===== config.mk =====
export PLATFORM = sky130hd
export DESIGN_NAME = npc_mem_arb
export DESIGN_NICKNAME = d
export VERILOG_FILES = /design/src/rtl/npc_pkg.sv /design/src/rtl/npc_mem_arb_prio.sv /design/src/rtl/npc_mem_arb.sv
export SDC_FILE = /design/constraint.sdc
export NUM_CORES = 1
export LEC_CHECK = 0
export CORE_AREA = 5 5 104 106
export DETAILED_ROUTE_END_ITERATION = 8
export DIE_AREA = 0 0 109 111
export PLACE_DENSITY_LB_ADDON = 0.3
export SKIP_CTS_REPAIR_TIMING = 1
export SLEW_MARGIN = 20
export SYNTH_ARGS = -nofsm -noshare
export SYNTH_HDL_FRONTEND = slang
export SYNTH_SLANG_ARGS = --single-unit

===== constraint.sdc =====
create_clock -name clk -period 2.36 [get_ports clk]
set_input_delay 0.59 -clock clk [delete_from_list [all_inputs] [get_ports clk]]
set_output_delay 0.59 -clock clk [all_outputs]
set_load 0.01 [all_outputs]

===== src/rtl/npc_pkg.sv =====
// Shared definitions for the NPC memory-port arbiter slice.
//   - Arbiter FSM state encoding (IDLE / ISSUE / WAIT)
//   - Owner encoding (which requester holds the memory port)
//   - Reset address constant shared with the PC logic
package npc_pkg;

    typedef logic [1:0] arb_state_t;

    localparam arb_state_t ST_IDLE  = 2'd0;
    localparam arb_state_t ST_ISSUE = 2'd1;
    localparam arb_state_t ST_WAIT  = 2'd2;

    localparam logic OWNER_IFU = 1'b0;
    localparam logic OWNER_LSU = 1'b1;

    localparam logic [31:0] RESET_ADDR = 32'h8000_0000;

    // Saturating increment for the 4-bit LSU streak counter.
    function automatic logic [3:0] streak_inc(input logic [3:0] cur, input logic [3:0] limit);
        logic [3:0] nxt;
        if (cur >= limit) begin
            nxt = limit;
        end else begin
            nxt = cur + 4'd1;
        end
        return nxt;
    endfunction

endpackage


===== src/rtl/npc_mem_arb_prio.sv =====
// Winner selection for the shared memory port plus the LSU streak counter.
//   clk, global_rst_n : clock, async active-low reset
//   ifu_req, lsu_req  : raw requests from fetch and load/store
//   arb_en            : high in every IDLE cycle of the arbiter FSM
//   winner            : OWNER_LSU or OWNER_IFU; only meaningful when a request is present
// LSU has priority, but once it has won MAX_LSU_STREAK times in a row while
// fetch was waiting, fetch gets the next slot.
module npc_mem_arb_prio
    import npc_pkg::*;
#(
    parameter int unsigned MAX_LSU_STREAK = 4
) (
    input  logic clk,
    input  logic global_rst_n,
    input  logic ifu_req,
    input  logic lsu_req,
    input  logic arb_en,
    output logic winner
);

    localparam logic [3:0] STREAK_MAX_C = 4'(MAX_LSU_STREAK);

    logic [3:0] streak_r;
    logic       ifu_starved_s;

    // Winner decision: LSU first unless fetch has been starved long enough.
    always_comb begin
        ifu_starved_s = ifu_req && (streak_r == STREAK_MAX_C);
        if (lsu_req && !ifu_starved_s) begin
            winner = OWNER_LSU;
        end else begin
            winner = OWNER_IFU;
        end
    end

    // Streak counter: counts LSU wins that made fetch wait, cleared otherwise.
    always_ff @(posedge clk or negedge global_rst_n) begin
        if (!global_rst_n) begin
            streak_r <= 4'd0;
        end else if (arb_en) begin
            if (!ifu_req) begin
                streak_r <= 4'd0;
            end else if (winner == OWNER_LSU) begin
                streak_r <= streak_inc(streak_r, STREAK_MAX_C);
            end else begin
                streak_r <= 4'd0;
            end
        end else begin
            streak_r <= streak_r;
        end
    end

endmodule


===== src/rtl/npc_mem_arb.sv =====
// Arbiter for the core's single memory port shared by fetch (IFU) and
// load/store (LSU). One transaction in flight; IDLE arbitrates, ISSUE
// presents the request until memory accepts it, WAIT holds until the
// response or a timeout, which is reported as an error response.
//   clk, global_rst_n          : clock, async active-low reset
//   ifu_req/addr -> gnt/rvalid/rdata/err : fetch requester
//   lsu_req/we/addr/wdata/wstrb -> gnt/rvalid/rdata/err : load/store requester
//   mem_req/we/addr/wdata/wstrb, mem_ready, mem_rvalid/rdata/err : memory side
//   busy                       : arbiter is not IDLE
// Grant and response are combinational pass-throughs so the minimum round
// trip is request at cycle 0, grant at cycle 1, response at cycle 2.
module npc_mem_arb
    import npc_pkg::*;
#(
    parameter int unsigned ADDR_W         = 32,
    parameter int unsigned DATA_W         = 32,
    parameter int unsigned MAX_LSU_STREAK = 4,
    parameter int unsigned TIMEOUT_CYCLES = 255
) (
    input  logic                  clk,
    input  logic                  global_rst_n,
    input  logic                  ifu_req,
    input  logic [ADDR_W-1:0]     ifu_addr,
    output logic                  ifu_gnt,
    output logic                  ifu_rvalid,
    output logic [DATA_W-1:0]     ifu_rdata,
    output logic                  ifu_err,
    input  logic                  lsu_req,
    input  logic                  lsu_we,
    input  logic [ADDR_W-1:0]     lsu_addr,
    input  logic [DATA_W-1:0]     lsu_wdata,
    input  logic [DATA_W/8-1:0]   lsu_wstrb,
    output logic                  lsu_gnt,
    output logic                  lsu_rvalid,
    output logic [DATA_W-1:0]     lsu_rdata,
    output logic                  lsu_err,
    output logic                  mem_req,
    output logic                  mem_we,
    output logic [ADDR_W-1:0]     mem_addr,
    output logic [DATA_W-1:0]     mem_wdata,
    output logic [DATA_W/8-1:0]   mem_wstrb,
    input  logic                  mem_ready,
    input  logic                  mem_rvalid,
    input  logic [DATA_W-1:0]     mem_rdata,
    input  logic                  mem_err,
    output logic                  busy
);

    localparam int unsigned STRB_W = DATA_W / 8;
    // timer_r counts completed WAIT cycles, so the timeout fires in the
    // TIMEOUT_CYCLES-th WAIT cycle after the grant.
    localparam logic [15:0] TIMEOUT_LAST_C = 16'(TIMEOUT_CYCLES - 1);

    arb_state_t        state_r;
    logic              owner_r;
    logic [15:0]       timer_r;

    logic              winner_s;
    logic              arb_en_s;
    logic              owner_req_s;
    logic              accept_s;
    logic              timeout_s;
    logic              resp_valid_s;
    logic [DATA_W-1:0] resp_data_s;
    logic              resp_err_s;

    npc_mem_arb_prio #(
        .MAX_LSU_STREAK (MAX_LSU_STREAK)
    ) u_prio (
        .clk          (clk),
        .global_rst_n (global_rst_n),
        .ifu_req      (ifu_req),
        .lsu_req      (lsu_req),
        .arb_en       (arb_en_s),
        .winner       (winner_s)
    );

    // Transaction status: acceptance, timeout and the response to forward.
    always_comb begin
        arb_en_s     = (state_r == ST_IDLE);
        owner_req_s  = (owner_r == OWNER_LSU) ? lsu_req : ifu_req;
        accept_s     = (state_r == ST_ISSUE) && owner_req_s && mem_ready;
        timeout_s    = (state_r == ST_WAIT) && (timer_r >= TIMEOUT_LAST_C);
        resp_valid_s = (state_r == ST_WAIT) && (mem_rvalid || timeout_s);
        resp_data_s  = {DATA_W{1'b0}};
        resp_err_s   = 1'b0;
        // A real response beats a timeout landing in the same cycle.
        if ((state_r == ST_WAIT) && mem_rvalid) begin
            resp_data_s = mem_rdata;
            resp_err_s  = mem_err;
        end else if (timeout_s) begin
            resp_data_s = {DATA_W{1'b0}};
            resp_err_s  = 1'b1;
        end else begin
            resp_data_s = {DATA_W{1'b0}};
            resp_err_s  = 1'b0;
        end
    end

    // Memory-side request mux: driven only while ISSUE, from the owner.
    always_comb begin
        mem_req   = 1'b0;
        mem_we    = 1'b0;
        mem_addr  = {ADDR_W{1'b0}};
        mem_wdata = {DATA_W{1'b0}};
        mem_wstrb = {STRB_W{1'b0}};
        if (state_r == ST_ISSUE) begin
            mem_req = owner_req_s;
            if (owner_r == OWNER_LSU) begin
                mem_we    = lsu_we;
                mem_addr  = lsu_addr;
                mem_wdata = lsu_wdata;
                mem_wstrb = lsu_wstrb;
            end else begin
                mem_we    = 1'b0;
                mem_addr  = ifu_addr;
                mem_wdata = {DATA_W{1'b0}};
                mem_wstrb = {STRB_W{1'b0}};
            end
        end else begin
            mem_req = 1'b0;
        end
    end

    // Requester-side routing: only the owner sees grant and response.
    always_comb begin
        ifu_gnt    = accept_s && (owner_r == OWNER_IFU);
        lsu_gnt    = accept_s && (owner_r == OWNER_LSU);
        ifu_rvalid = resp_valid_s && (owner_r == OWNER_IFU);
        lsu_rvalid = resp_valid_s && (owner_r == OWNER_LSU);
        ifu_rdata  = {DATA_W{1'b0}};
        ifu_err    = 1'b0;
        lsu_rdata  = {DATA_W{1'b0}};
        lsu_err    = 1'b0;
        if (ifu_rvalid) begin
            ifu_rdata = resp_data_s;
            ifu_err   = resp_err_s;
        end else begin
            ifu_rdata = {DATA_W{1'b0}};
            ifu_err   = 1'b0;
        end
        if (lsu_rvalid) begin
            lsu_rdata = resp_data_s;
            lsu_err   = resp_err_s;
        end else begin
            lsu_rdata = {DATA_W{1'b0}};
            lsu_err   = 1'b0;
        end
        busy = (state_r != ST_IDLE);
    end

    // Arbiter FSM with owner latch and WAIT timer.
    always_ff @(posedge clk or negedge global_rst_n) begin
        if (!global_rst_n) begin
            state_r <= ST_IDLE;
            owner_r <= OWNER_IFU;
            timer_r <= 16'd0;
        end else begin
            case (state_r)
                ST_IDLE: begin
                    if (ifu_req || lsu_req) begin
                        owner_r <= winner_s;
                        state_r <= ST_ISSUE;
                    end else begin
                        state_r <= ST_IDLE;
                    end
                end
                ST_ISSUE: begin
                    // Owner withdrawing before the grant abandons the slot.
                    if (!owner_req_s) begin
                        state_r <= ST_IDLE;
                    end else if (mem_ready) begin
                        state_r <= ST_WAIT;
                        timer_r <= 16'd0;
                    end else begin
                        state_r <= ST_ISSUE;
                    end
                end
                ST_WAIT: begin
                    timer_r <= timer_r + 16'd1;
                    if (resp_valid_s) begin
                        state_r <= ST_IDLE;
                    end else begin
                        state_r <= ST_WAIT;
                    end
                end
                default: begin
                    state_r <= ST_IDLE;
                    owner_r <= OWNER_IFU;
                    timer_r <= 16'd0;
                end
            endcase
        end
    end

endmodule


## Word level (Yosys, flattened, before mapping)

Cells that the tools add are included.

- Flip-flop bits (word level): 23
- Bits in latches: 0
- RAM bits: 0
- Bits in read-only memories: 0
- Bits of input ports: 140
- Output and inout bits: 141
- Memories kept: 0

- $add $sub $neg: 2
- Multipliers: 0
- Div/mod/pow operators: 0
- Magnitude comparators: 2
- Equality and inequality tests: 6
- Shifts and indexed selects: 0
- Mux-type cells: 31
- Bitwise operators: 3
- Reduce and logical (&&, ||, !) cells: 19

Operators by type and width:

| cell | number |
|---|---|
| 32-bit 2-to-1 mux | 7 |
| 16-bit one-hot mux with 3 select lines | 1 |
| 16-bit 2-to-1 mux | 2 |
| 4-bit 2-to-1 mux | 5 |
| 16-bit by 1-bit adder with 16-bit output (second input constant) | 1 |
| 16-bit by 8-bit >= comparator with 1-bit output (second input constant) | 1 |
| 1-bit logical AND | 11 |
| 1-bit 2-to-1 mux | 11 |
| 2-bit 2-to-1 mux | 3 |
| 2-bit one-hot mux with 3 select lines | 1 |
| 4-bit by 1-bit adder with 4-bit output (second input constant) | 1 |
| 4-bit by 3-bit == test with 1-bit output (second input constant) | 1 |
| 4-bit by 3-bit >= comparator with 1-bit output (second input constant) | 1 |
| 2-bit inequality test (second input constant) | 2 |
| 1-bit NOT | 3 |
| 3-bit AND reduction | 1 |
| 2-bit by 1-bit == test with 1-bit output (second input constant) | 1 |
| 2-bit == test (second input constant) | 1 |
| 2-bit logical NOT | 1 |
| 1-bit logical OR | 2 |
| 2-bit by 1-bit inequality test with 1-bit output (second input constant) | 1 |
| 1-bit one-hot mux with 2 select lines | 1 |
| 2-bit AND reduction | 1 |
| 2-bit nonzero test | 1 |
| 2 further kinds | 2 |

## Logic depth before layout (Yosys ltp)

- Depth in word-level cells: 7
- Depth in mapped cells: 8
- Gate-level depth less buffers: 6

## Cells and area by module

A second synthesis with hierarchy kept.

- Cells, all modules: 347
- Area, all modules: 2663.8 um^2

By module, submodules not included:

| module | instances | cells each | area an instance (um^2) | seq. area each (um^2) |
|---|---|---|---|---|
| npc_mem_arb | 1 | 325 | 2441.1 | 475.5 |
| npc_mem_arb_prio | 1 | 22 | 222.7 | 100.1 |

## Worst setup path after synthesis

No wires, ideal clock.

- Path kind: register -> output
- Start: register state_r[0]
- End: output port ifu_err
- Arrival time: 1.644 ns
- Data required time: 1.770 ns
- Setup slack: 0.126 ns
- Cell stages (with the launch flop): 7
- Buffers on the path: 2
- Cells stage by stage: dfrtp_1 -> inv_1 -> ha_1 -> clkdlybuf4s15_2 -> clkbuf_1 -> o21ai_0 -> nor3_1

- Cells in the longest elaborated chain, start to end: 6
- Elaborated cells between the ends (all ways): 9
- Those cells by class: eq/ne (1); mux (3); reduce/logical (5)

Ends and longest elaborated chain:

| element | line | RTL |
|---|---|---|
| from (decl) | npc_mem_arb.sv:54 | `arb_state_t state_r;` |
| from (signal assigned) | npc_mem_arb.sv:155 | `state_r <= ST_IDLE;` |
| from (signal assigned) | npc_mem_arb.sv:163 | `state_r <= ST_ISSUE;` |
| from (signal assigned) | npc_mem_arb.sv:165 | `state_r <= ST_IDLE;` |
| 2-bit == test * | npc_mem_arb.sv:83, npc_mem_arb.sv:84, npc_mem_arb.sv:88 |  |
| 1-bit logical AND | npc_mem_arb.sv:83 | `timeout_s = (state_r == ST_WAIT) && (timer_r >= TIMEOUT_LAST_C);` |
| 1-bit logical OR | npc_mem_arb.sv:84 | `resp_valid_s = (state_r == ST_WAIT) && (mem_rvalid \|\| timeout_s);` |
| 1-bit logical AND | npc_mem_arb.sv:84 |  |
| 1-bit logical AND | npc_mem_arb.sv:129 | `ifu_rvalid = resp_valid_s && (owner_r == OWNER_IFU);` |
| 1-bit 2-to-1 mux * | npc_mem_arb.sv:135 | `if (ifu_rvalid) begin` |
| to (decl) | npc_mem_arb.sv:27 | `output logic ifu_err,` |

Every way passes the cells marked *; elsewhere a longest branch is shown, timed or not.

## Worst setup path in the final report

- Start: register state_r[0]
- End: output port lsu_rdata[24]

- Cells in the longest elaborated chain, start to end: 6
- Elaborated cells between the ends (all ways): 8
- Those cells by class: eq/ne (1); mux (2); reduce/logical (5)

Ends and longest elaborated chain:

| element | line | RTL |
|---|---|---|
| 2-bit == test * | npc_mem_arb.sv:83, npc_mem_arb.sv:84, npc_mem_arb.sv:88 |  |
| 1-bit logical AND | npc_mem_arb.sv:83 |  |
| 1-bit logical OR | npc_mem_arb.sv:84 |  |
| 1-bit logical AND | npc_mem_arb.sv:84 |  |
| 1-bit logical AND | npc_mem_arb.sv:130 | `lsu_rvalid = resp_valid_s && (owner_r == OWNER_LSU);` |
| 32-bit 2-to-1 mux * | npc_mem_arb.sv:142 | `if (lsu_rvalid) begin` |
| to (decl) | npc_mem_arb.sv:35 | `output logic [DATA_W-1:0] lsu_rdata,` |

Marked as above.

==> key figures <==
Clocking
  – Root Buffer: clkbuf_8
  – CTS Buffer Depth: 2
  – Insertion delay to the later sink of the worst-skew pair: 0.27 ns
  – TritonCTS Buffers: 3
  – CTS tree: done
  – Clock sink count: 23
  – H-tree levels: 1
  – Clock transition at the registers of the reported paths: about 0.090 ns

Global route
  – Vias in the first global route: around 3700
  – GRT Resource Usage Total: 0.229
  – GRT overflow: 0
  – Antenna violations before repair: 0
  – Global-route wire length before repair: about 22000 µm
  – Largest net degree at the start of global routing: 42

Cells and area
  – Non-Filler Instances: 786
  – Diode count: 0
  – P&R area growth vs syn: 141%
  – Final instance area: 0.00653 mm²
  – Share of cells above drive strength 1: 0.129
  – Most common cell after layout, fill and taps aside: dlymetal6s2s_1
  – Fin nets: 802
  – Most frequent cells in the layout: 140 x dlymetal6s2s_1, 138 x clkdlybuf4s50_1, 66 x and2_1

Yosys
  – Predominant post-synthesis flop cell: dfrtp_1
  – Ys async rst share: 1.00
  – #FFs+latches synth: 23
  – Synthesized Nets: 494
  – Count of different cell masters after synthesis: 43
  – Cell count after synthesis: 346
  – Sequential area share after synthesis: 0.212
  – Yosys warnings: 0
  – Number of flops mapped to enable cells by yosys: 0
  – Post-Syn Area: 0.00271 mm²
  – Per-instance average area after synthesis: around 7.8 µm²

Floorplan
  – Die W: 109 µm
  – Placement Rows: 36
  – DIE HEIGHT: around 110 µm
  – Die area: 0.0121 mm²
  – Core Box Area: 0.00968 mm²
  – Io pins: between 200 and 300
  – Starting Density: 0.280

Timing
  – Tcrit/Tclk final: 1.04
  – Final Max Tran Viols: 0
  – Max Freq: ~400 MHz
  – # setup viols final: 17
  – Worst rel slew slack: 0.787
  – Tmin final: 2.45 ns
  – Final worst slack: -0.0927 ns
  – Worst slew pin tran: 0.320 ns
  – Final hold violation count: 0
  – Clk_skew: 0.00289 ns
  – RSZ-0062 raised after global routing: yes

Drt
  – Initial DRC count: 242
  – Detailed-route wire length per cell: 19.8 µm
  – Vias after detailed routing: 3741
  – Final wirelength: between 15000 and 20000 µm
  – Pre-antenna DRT Iters: 4
  – Remaining DRCs: 0
  – Post-DR vias/cell: approximately 4.8
  – Final ANT Viol Nets: 0

Setup path
  – CP max stage delay: 0.39 ns
  – Critical setup path kind: reg2out
  – RR Startpoint: state_r[0]
  – Startpoint types: flop
  – Critical path buffer and inverter count: 4
  – Required @ worst endpoint: 1.77 ns
  – R2r endpoint: timer_r[11]
  – WP data arrival: 1.86 ns
  – CP max FO: 16
  – Worst reg-to-reg path cell count: 9
  – Worst Setup End Kind: primary output
  – Critical path's slowest cell: dfrtp_1
  – CP top delay family: buffers and inverters
  – Crit-path cells: inv_1 -> ha_1 -> nand2_2 -> nor2_4 -> buf_4 -> clkbuf_16 -> and2_1 -> dlymetal6s2s_1
  – Setup slack, reg-to-reg: ~0.25 ns
  – CP Depth: 8

Hold path
  – Min-Delay Path Depth: 1
  – Hold Crit Class: reg2reg
  – HP Start: u_prio.streak_r[3]
  – WHS Endpoint: u_prio.streak_r[3]

Power and ir drop
  – Clock network power share: 0.071
  – Sw Pwr: 1.49 mW
  – Reg power frac: 0.134
  – P_int: a little over 2 mW
  – Logic pwr share: 0.795
  – Sw frac: 0.419
  – Peak supply drop: 0.295 mV
  – Pwr Density: 545 mW/mm²
  – Lkg Pwr: 5.02 nW

Placed design
  – RePlAce Congestion: 0.849
  – Cells after DPL: 775
  – Placement Cell Area: 0.00596 mm²
  – Port bufs: 280
  – Detail Placement HPWL: roughly 12000 µm

Run status
  – Violated checks: setup timing
  – Outcome: finished, violations left

Run
  – Max Cap Violations: 0
Yosys cell counts (2+ instances only):
library cell,instances,area share
a21o_1,2,0.0055
buf_2,4,0.0074
a21oi_1,5,0.0092
o21ai_0,18,0.033
clkbuf_1,21,0.029
nand4b_1,2,0.0065
ha_1,8,0.037
o41ai_1,7,0.023
o31ai_1,2,0.0055
dfrtp_1,23,0.21
o21a_1,4,0.011
nand2b_1,2,0.0046
nor2b_1,34,0.078
nor2_1,14,0.019
and4_1,2,0.0065
mux2i_1,32,0.12
and2_1,66,0.15
nand2_1,10,0.014
nor4_1,2,0.0046
nand4_1,3,0.0069
a31oi_1,2,0.0046
and3_1,37,0.085
inv_1,10,0.014
nor3_1,5,0.0092
or3_1,4,0.0092
nand3_1,10,0.018
metrics by stage:
stage,worst slack (ns),utilization,power (mW),setup TNS [ns],hold WS [ns]
after floorplan,0.126,-,1.76,0,0.294
after global placement,-0.487,0.616,3.28,-30.93,0.537
after detailed placement,-0.535,0.616,3.32,-33.05,0.543
after CTS,-0.538,0.621,3.58,-47.17,0.567
after global routing,-0.189,0.675,3.79,-3.24,0.594
final,-0.0927,0.675,3.56,-0.757,0.566
kinds of logic (layout without fill, tap and decap cells):
logic type                 Yosys count  in the layout  synth area share
and+or+nand+nor                    197            197             0.442
AOI/OAI and AO/OA                   48             48             0.127
buffers and inverters               37            344            0.0586
muxes                               33             33             0.124
DFF                                 23             23             0.212
adders and majority gates            8              8            0.0369
state kept, by name (all words and copies together), names as in the netlist:
signal	cells
u_prio.streak_r	4
timer_r	16
owner_r	1
state_r	2
worst reg2reg max path: cells and delay by family, from the launching register on:
family | cells | cell delay (ns)
flops | 1 | 0.39
compound gates | 2 | 0.39
simple gates | 1 | 0.25
fa+ha+maj | 1 | 0.22
buf+inv | 5 | 0.76
layer usage:
layer  vias up  wire length, µm  track usage  share of wire
met4         0              157       0.0311          0.010
met3        14             1700       0.0868           0.11
met2       147             8050        0.417           0.52
met5         -                0            0              0
met1      1752             5680        0.255           0.36
li1       1828                -            -              -
cell type report:
type	count	area [µm²]
Inverter	10	37.5
Fill cell	746	3150
Tap cell	133	166
Timing Repair Buffer	330	3630
Multi-Input combinational cell	286	2080
Clock buffer	3	41.3
Clock inverter	1	5.00
Sequential cell	23	577
power by group through the flow:
stage | logic (mW) | registers, mW | clock network [mW]
floorplan | 1.28 | 0.481 | 0
global placement | 2.79 | 0.493 | 0
detailed placement | 2.82 | 0.499 | 0
CTS | 2.83 | 0.489 | 0.261
global route | 3.03 | 0.484 | 0.277
finish | 2.83 | 0.478 | 0.252
worst max path at each step:
stage / slack (ns) / end / startpoint
2_1_floorplan: 0.13 / ifu_err / state_r[0]
3_3_place_gp: -0.49 / ifu_err / mem_rvalid
3_5_place_dp: -0.54 / lsu_err / mem_rvalid
4_1_cts: -0.54 / lsu_err / mem_rvalid
5_1_grt: -0.19 / lsu_rdata[5] / state_r[0]
6_report: -0.09 / lsu_rdata[24] / state_r[0]
Power figures use the tool's default switching activity.
